===== src/rtl/discrete_mapper_sync_if.sv =====
// Cartridge-edge bus for the discrete mapper: CPU/PPU inputs in, upper flash/RAM address lines out.
// A bank write is committed on the falling edge of m2 when romsel and cpu_rw_in were both low while m2 was high.
interface discrete_mapper_sync_if;
  logic        m2;
  logic        romsel;
  logic        cpu_rw_in;
  logic [14:0] cpu_addr_in;
  logic [7:0]  cpu_data;
  logic [2:0]  ppu_addr_in;
  logic [8:0]  prg_addr_out;
  logic [7:0]  chr_addr_out;
  logic        ppu_ciram_a10;
  logic        bank_wr;

  modport master (
    output m2, romsel, cpu_rw_in, cpu_addr_in, cpu_data, ppu_addr_in,
    input  prg_addr_out, chr_addr_out, ppu_ciram_a10, bank_wr
  );

  modport slave (
    input  m2, romsel, cpu_rw_in, cpu_addr_in, cpu_data, ppu_addr_in,
    output prg_addr_out, chr_addr_out, ppu_ciram_a10, bank_wr
  );
endinterface


===== src/rtl/discrete_mapper_sync.sv =====
// UxROM / mapper 180 / CNROM / AxROM discrete mapper with M2 sampled in the osc50 domain.
// One 8-bit bank register, committed on a synchronised M2 fall after a write to $8000-$FFFF.
module discrete_mapper_sync #(
  parameter int MODE          = 1,
  parameter int PRG_BANK_BITS = 3,
  parameter int CHR_BANK_BITS = 2,
  parameter int MIRROR        = 0
) (
  input  logic                   osc50,
  input  logic                   m2_rst,
  discrete_mapper_sync_if.slave  bus
);

  localparam logic [7:0] PRG_MASK      = 8'((9'd1 << PRG_BANK_BITS) - 9'd1);
  localparam logic [7:0] PRG_MASK_HALF = PRG_MASK >> 1;
  localparam logic [4:0] CHR_MASK      = 5'((6'd1 << CHR_BANK_BITS) - 6'd1);

  logic       m2_s1_q, m2_s1_d;
  logic       m2_s2_q, m2_s2_d;
  logic       m2_s3_q, m2_s3_d;
  logic [7:0] data_s1_q, data_s1_d;
  logic [7:0] data_s2_q, data_s2_d;
  logic       romsel_s1_q, romsel_s1_d;
  logic       romsel_s2_q, romsel_s2_d;
  logic       rw_s1_q, rw_s1_d;
  logic       rw_s2_q, rw_s2_d;
  logic [7:0] cap_data_q, cap_data_d;
  logic       cap_romsel_q, cap_romsel_d;
  logic       cap_rw_q, cap_rw_d;
  logic [7:0] bank_q, bank_d;
  logic       bank_wr_q, bank_wr_d;
  logic       m2_fall;

  assign m2_fall = !m2_s2_q && m2_s3_q;

  // Bus samples travel alongside m2 so the captured value is the one taken
  // on the same edge that last saw m2 high, never a post-fall sample.
  always_comb begin
    m2_s1_d      = bus.m2;
    m2_s2_d      = m2_s1_q;
    m2_s3_d      = m2_s2_q;
    data_s1_d    = bus.cpu_data;
    data_s2_d    = data_s1_q;
    romsel_s1_d  = bus.romsel;
    romsel_s2_d  = romsel_s1_q;
    rw_s1_d      = bus.cpu_rw_in;
    rw_s2_d      = rw_s1_q;
    cap_data_d   = cap_data_q;
    cap_romsel_d = cap_romsel_q;
    cap_rw_d     = cap_rw_q;
    bank_d       = bank_q;
    bank_wr_d    = 1'b0;
    if (m2_s2_q) begin
      cap_data_d   = data_s2_q;
      cap_romsel_d = romsel_s2_q;
      cap_rw_d     = rw_s2_q;
    end
    if (m2_fall && !cap_romsel_q && !cap_rw_q) begin
      bank_d    = cap_data_q;
      bank_wr_d = 1'b1;
    end
  end

  always_ff @(posedge osc50) begin
    if (m2_rst) begin
      m2_s1_q      <= 1'b0;
      m2_s2_q      <= 1'b0;
      m2_s3_q      <= 1'b0;
      data_s1_q    <= 8'h00;
      data_s2_q    <= 8'h00;
      romsel_s1_q  <= 1'b1;
      romsel_s2_q  <= 1'b1;
      rw_s1_q      <= 1'b1;
      rw_s2_q      <= 1'b1;
      cap_data_q   <= 8'h00;
      cap_romsel_q <= 1'b1;
      cap_rw_q     <= 1'b1;
      bank_q       <= 8'h00;
      bank_wr_q    <= 1'b0;
    end else begin
      m2_s1_q      <= m2_s1_d;
      m2_s2_q      <= m2_s2_d;
      m2_s3_q      <= m2_s3_d;
      data_s1_q    <= data_s1_d;
      data_s2_q    <= data_s2_d;
      romsel_s1_q  <= romsel_s1_d;
      romsel_s2_q  <= romsel_s2_d;
      rw_s1_q      <= rw_s1_d;
      rw_s2_q      <= rw_s2_d;
      cap_data_q   <= cap_data_d;
      cap_romsel_q <= cap_romsel_d;
      cap_rw_q     <= cap_rw_d;
      bank_q       <= bank_d;
      bank_wr_q    <= bank_wr_d;
    end
  end

  logic       a14;
  logic [7:0] pb;
  logic [7:0] prg_bank;
  logic [4:0] chr_bank;
  logic       ciram_a10;

  assign a14 = bus.cpu_addr_in[14];
  assign pb  = bank_q & PRG_MASK;

  always_comb begin
    prg_bank = 8'h00;
    case (MODE)
      0:       prg_bank = a14 ? PRG_MASK : pb;
      1:       prg_bank = a14 ? pb : 8'h00;
      2:       prg_bank = {7'b0, a14};
      3:       prg_bank = ((bank_q & PRG_MASK_HALF) << 1) | {7'b0, a14};
      default: prg_bank = 8'h00;
    endcase
  end

  always_comb begin
    chr_bank  = 5'd0;
    ciram_a10 = (MIRROR != 0) ? bus.ppu_addr_in[0] : bus.ppu_addr_in[1];
    if (MODE == 2) chr_bank = bank_q[4:0] & CHR_MASK;
    // AxROM selects a single nametable for the whole screen.
    if (MODE == 3) ciram_a10 = bank_q[4];
  end

  assign bus.prg_addr_out  = {prg_bank, bus.cpu_addr_in[13]};
  assign bus.chr_addr_out  = {chr_bank, bus.ppu_addr_in};
  assign bus.ppu_ciram_a10 = ciram_a10;
  assign bus.bank_wr       = bank_wr_q;

  logic unused_addr;
  assign unused_addr = ^bus.cpu_addr_in[12:0];

endmodule


===== src/flat_wrapper.sv =====
// flat-port wrapper written by rule: the top's interface ports become plain ports
module discrete_mapper_sync_flat 
#(
  parameter int MODE          = 1,
  parameter int PRG_BANK_BITS = 3,
  parameter int CHR_BANK_BITS = 2,
  parameter int MIRROR        = 0
)
  (osc50, m2_rst, bus_m2, bus_romsel, bus_cpu_rw_in, bus_cpu_addr_in, bus_cpu_data, bus_ppu_addr_in, bus_prg_addr_out, bus_chr_addr_out, bus_ppu_ciram_a10, bus_bank_wr);
  discrete_mapper_sync_if bus_i ();
  input  logic osc50;
  input  logic m2_rst;
  input wire logic [$bits(bus_i.m2)-1:0] bus_m2;
  input wire logic [$bits(bus_i.romsel)-1:0] bus_romsel;
  input wire logic [$bits(bus_i.cpu_rw_in)-1:0] bus_cpu_rw_in;
  input wire logic [$bits(bus_i.cpu_addr_in)-1:0] bus_cpu_addr_in;
  input wire logic [$bits(bus_i.cpu_data)-1:0] bus_cpu_data;
  input wire logic [$bits(bus_i.ppu_addr_in)-1:0] bus_ppu_addr_in;
  output wire logic [$bits(bus_i.prg_addr_out)-1:0] bus_prg_addr_out;
  output wire logic [$bits(bus_i.chr_addr_out)-1:0] bus_chr_addr_out;
  output wire logic [$bits(bus_i.ppu_ciram_a10)-1:0] bus_ppu_ciram_a10;
  output wire logic [$bits(bus_i.bank_wr)-1:0] bus_bank_wr;
  assign bus_i.m2 = bus_m2;
  assign bus_i.romsel = bus_romsel;
  assign bus_i.cpu_rw_in = bus_cpu_rw_in;
  assign bus_i.cpu_addr_in = bus_cpu_addr_in;
  assign bus_i.cpu_data = bus_cpu_data;
  assign bus_i.ppu_addr_in = bus_ppu_addr_in;
  assign bus_prg_addr_out = bus_i.prg_addr_out;
  assign bus_chr_addr_out = bus_i.chr_addr_out;
  assign bus_ppu_ciram_a10 = bus_i.ppu_ciram_a10;
  assign bus_bank_wr = bus_i.bank_wr;
  discrete_mapper_sync #(.MODE(MODE), .PRG_BANK_BITS(PRG_BANK_BITS), .CHR_BANK_BITS(CHR_BANK_BITS), .MIRROR(MIRROR)) u_core (.osc50(osc50), .m2_rst(m2_rst), .bus(bus_i));
endmodule

===== config.mk =====
export PLATFORM = sky130hd
export DESIGN_NAME = discrete_mapper_sync_flat
export DESIGN_NICKNAME = d
export VERILOG_FILES = /design/src/rtl/discrete_mapper_sync_if.sv /design/src/rtl/discrete_mapper_sync.sv /design/src/flat_wrapper.sv
export SDC_FILE = /design/constraint.sdc
export NUM_CORES = 1
export LEC_CHECK = 0
export ABC_AREA = 1
export CORE_MARGIN = 3
export CORE_UTILIZATION = 32
export CTS_CLUSTER_DIAMETER = 120
export DETAILED_ROUTE_END_ITERATION = 7
export GPL_ROUTABILITY_DRIVEN = 1
export PLACE_DENSITY_LB_ADDON = 0.12
export SYNTH_ARGS = -nofsm -noshare
export SYNTH_HDL_FRONTEND = slang
export SYNTH_SLANG_ARGS = --single-unit
export TNS_END_PERCENT = 30

===== constraint.sdc =====
create_clock -name osc50 -period 1 [get_ports osc50]
set_clock_uncertainty 0.15 [all_clocks]
set_input_delay 0.25 -clock osc50 [delete_from_list [all_inputs] [get_ports osc50]]
set_output_delay 0.25 -clock osc50 [all_outputs]
set_load 0.05 [all_outputs]

### After elaboration in Yosys (flattened, before gate mapping)

Cells that the tools add are included.

* flip-flop bits (word level): 22

* multiplexer cells: 2
* reduce and logical (&&, ||, !) cells: 6

Operator list (count)
* logical AND 1 bit: 3
* logical NOT 1 bit: 3
* two-way mux 3 bit: 1
* two-way mux 1 bit: 1

### Depth between registers and ports, before layout

* depth in word-level cells: 5
* gate-level depth with buffers: 5
* depth with buffers taken out: 5

### Worst setup path after synthesis

No wires, ideal clock.

* kind: flip-flop to output port
* start point: reg u_core.bank_q[0]
* end point: out bus_prg_addr_out[1]
* arrival: 0.652 ns
* path slack: -0.052 ns
* cell stages (with the launch flop): 3
* path buffers: 0
* cells stage by stage: dfxtp_1 nand2_1 inv_1

* cells in the longest elaborated chain, start to end: 1

Ends and longest elaborated chain
* start, declared: line discrete_mapper_sync.sv:30 `logic [7:0] bank_q, bank_d;`
* start signal, assigned: line discrete_mapper_sync.sv:93 `bank_q <= bank_d;`
* two-way mux 3 bit: line discrete_mapper_sync.sv:111 `1: prg_bank = a14 ? pb : 8'h00;`
* end, declared: line flat_wrapper.sv:19 `output wire logic [$bits(bus_i.prg_addr_out)-1:0] bus_prg_addr_out;`

Every way passes these cells.

### Final worst setup path

Same ends and word-level chain as after synthesis.

==> out/metrics.yaml <==
status: "complete, but fails checks"
violations: "negative setup slack"
clk_latency_ns: 0.29
power_frac_comb_pct: 11.9
crit_fanout: 2
wire_per_inst_um: 7.67
holdWs_ns: 0.253
core_mm2: 0.00234
grt-ovfl-total: 0
layout_setup_ws_ns: -0.341
ant_nets: 0
io_pins: 50
vdd_drop_max_uv: 854
clock.fmax_mhz: 746
min_path_type: "reg2reg"
post-cts-setup-buffers: 0
grt_start_max_net_pins: 12
drive_gt1_share_pct: 27.9
worstPathArrival_ns: 0.94
diodes: 0
internal_power_mw: 1.10
cts_buffers: 3
grt_pass1_vias: 479
syn_inst: 100
drv_slew: 0
synth_top_area_share_pct: 52.9
path_cells: "nand2_2, clkinvlp_4, buf_12"
ys_warn_count: 0
cap_violations: 0
crit_family: "flip-flops"
ff_latch_area_um2: 449
fill_cells: 250
setup_violations: 4
cts_tree: "done"
detailed_place_hpwl_um: 787
critPathRequiredTime_ns: 0.60
max-clock-path-buffers: 2
gp_congestion: 0.664
finalPower_mw: 1.47
cp-start-kind: "flop"
fin_util_pct: 43.4
finalCritPeriodShare_pct: 134
io_buffers: 12
power_frac_seq_pct: 62.7
p_sw_share_pct: 25.2
cts.sinks: 22
die_width_um: 57.0
finalHoldViolCount: 0
grt_first_pass_wirelength_um: 1890
ys_types: 13
drc: 0
path_clk_slew_ns: 0.11
yosysTopAreaCell: "dfxtp_1"
ys_top_cells_by_count: "dfxtp_1 (22), buf_4 (15), inv_1 (15), nor2_1 (13), nand2_1 (11)"
drt-total-wl_um: 1070
slowest_stage: "dfxtp_2"
vias: 535
die_area_mm2: 0.00325
rr_worst_depth: 4
p_per_area_mw_per_mm2: 1450
rows: 17
initial_core_util_pct: 35.6
grt_setup_unrepaired: "true"
ctsHtreeMaxLevel: 1
worstSetupPathType: "reg2out"
synth_area_um2: 833
yosys-top-cells-area: "dfxtp_1 (53%), buf_4 (14%), inv_1 (6.8%), nor2_1 (5.9%), nand2_1 (5.0%)"
final_cell_count_no_fill: 139
cts_hold_buffers: 0
synth-seq-cells: 22
dpl_worst_slack_ns: -0.496
cp.depth: 3
grt_util_all_layers_pct: 7.35
dp.cells: 136
crit_buf_inv: 2
yosysMostFrequentCell: "dfxtp_1"
multi_input_area_um2: 253
leakage_nw: 0.434
initialDrtViolationCount: 5
slowest_delay_ns: 0.34
synth-main-ff-cell: "dfxtp_1"
nets: 144
fin_crit_ns: 1.34
cts_root_buf: "clkbuf_4"
p_clk_share_pct: 25.3
min_path_cells: 2
dr.pass1.iters: 2
synth-edff-count: 0
cp-end-kind: "output port"
p_switching_mw: 0.370
viasPerCell: 3.85
synth-seq-area-share_pct: 52.9
die_height_um: 57.0
syn_to_final_growth_pct: 21.8
antenna_found_initial: 0
synth.avg_cell_area_um2: 8.33
synth_async_sr_flop_share_pct: 0
-- kinds of logic after synthesis --
| group | after synthesis | synth area share [%] |
|---|---|---|
| AOI/OAI and AO/OA | 9 | 5.41 |
| buffers and inverters | 33 | 21.8 |
| other | 1 | 0.450 |
| and+or+nand+nor | 35 | 19.5 |
| DFF | 22 | 52.9 |
-- metal layers --
| layer | routed length [um] | vias to the layer above | part of all wire [%] | global-route usage [%] |
|---|---|---|---|---|
| met4 | 4 | 0 | 0.38 | 5.63 |
| met2 | 468 | 17 | 44 | 11.1 |
| li1 | - | 295 | - | - |
| met3 | 99 | 2 | 9.3 | 2.04 |
| met5 | 0 | - | 0 | 0 |
| met1 | 493 | 221 | 46 | 8.78 |
-- layout make-up --
type	instances	area share (%)
repair buffers	15	17.8
inverters	17	7.40
flip-flops and latches	22	44.3
multi-input cells	54	24.9
clock buffers	3	2.22
well taps	28	3.45
-- cell usage in the layout, fill, tap and decap left out --
cell type,n
dfxtp_1,15
nor2_1,13
inv_1,12
conb_1,10
nand2_1,8
dfxtp_2,7
a21oi_1,6
clkdlybuf4s50_1,6
nand3_1,5
or2_2,4
buf_12,4
nand2_2,3
clkinvlp_4,3
o21ai_1,3
clkbuf_4,3
buf_4,3
nor2_4,2
inv_2,2
dlygate4sd2_1,2
-- worst min-delay path: stages, from the launching register on --
cell and delay, ns:
dfxtp_1 0.31, inv_1 0.04, nor2_1 0.03
-- power groups by stage --
stage | clock, mW | sequential (mW) | combinational [mW]
3_3_place_gp | 0 | 0.941 | 0.176
2_1_floorplan | 0 | 0.940 | 0.216
5_1_grt | 0.438 | 0.928 | 0.194
4_1_cts | 0.403 | 0.922 | 0.176
6_report | 0.373 | 0.922 | 0.175
3_5_place_dp | 0 | 0.942 | 0.178
-- through the flow --
stage / area [um2] / setup TNS (ns)
5_1_grt: 1010 / -1.50
6_report: 1010 / -1.19
3_3_place_gp: 981 / -8.56
3_5_place_dp: 981 / -8.71
4_1_cts: 1010 / -1.28
2_1_floorplan: 881 / -0.0368
-- state kept, by name (all words and copies together), names as in the netlist --
signal and flops:
u_core.bank_q 3, u_core.bus.bank_wr 1, u_core.cap_data_q 3, u_core.cap_romsel_q 1, u_core.cap_rw_q 1, u_core.data_s1_q 3, u_core.data_s2_q 3, u_core.m2_s1_q 1
u_core.m2_s2_q 1, u_core.m2_s3_q 1, u_core.romsel_s1_q 1, u_core.romsel_s2_q 1, u_core.rw_s1_q 1, u_core.rw_s2_q 1
-- what timing repair did --
item	4_1_cts	5_1_grt
resized for setup	8	3
pin swaps	1	1
endpoints found under the setup margin	21	11
-- worst paths after layout --
kind                                                        from                             to  slack (ns)
worst max register to register  u_core.cap_romsel_q$_SDFFE_PP1P_  u_core.bank_q[2]$_SDFFE_PP0P_        0.03
worst max-delay path               u_core.bank_q[0]$_SDFFE_PP0P_            bus_prg_addr_out[1]       -0.34
worst min-delay path                   u_core.m2_s1_q$_SDFF_PP0_      u_core.m2_s2_q$_SDFF_PP0_        0.25
worst min register to register         u_core.m2_s1_q$_SDFF_PP0_      u_core.m2_s2_q$_SDFF_PP0_        0.25
Note: power is estimated with default switching activity, not from simulation.
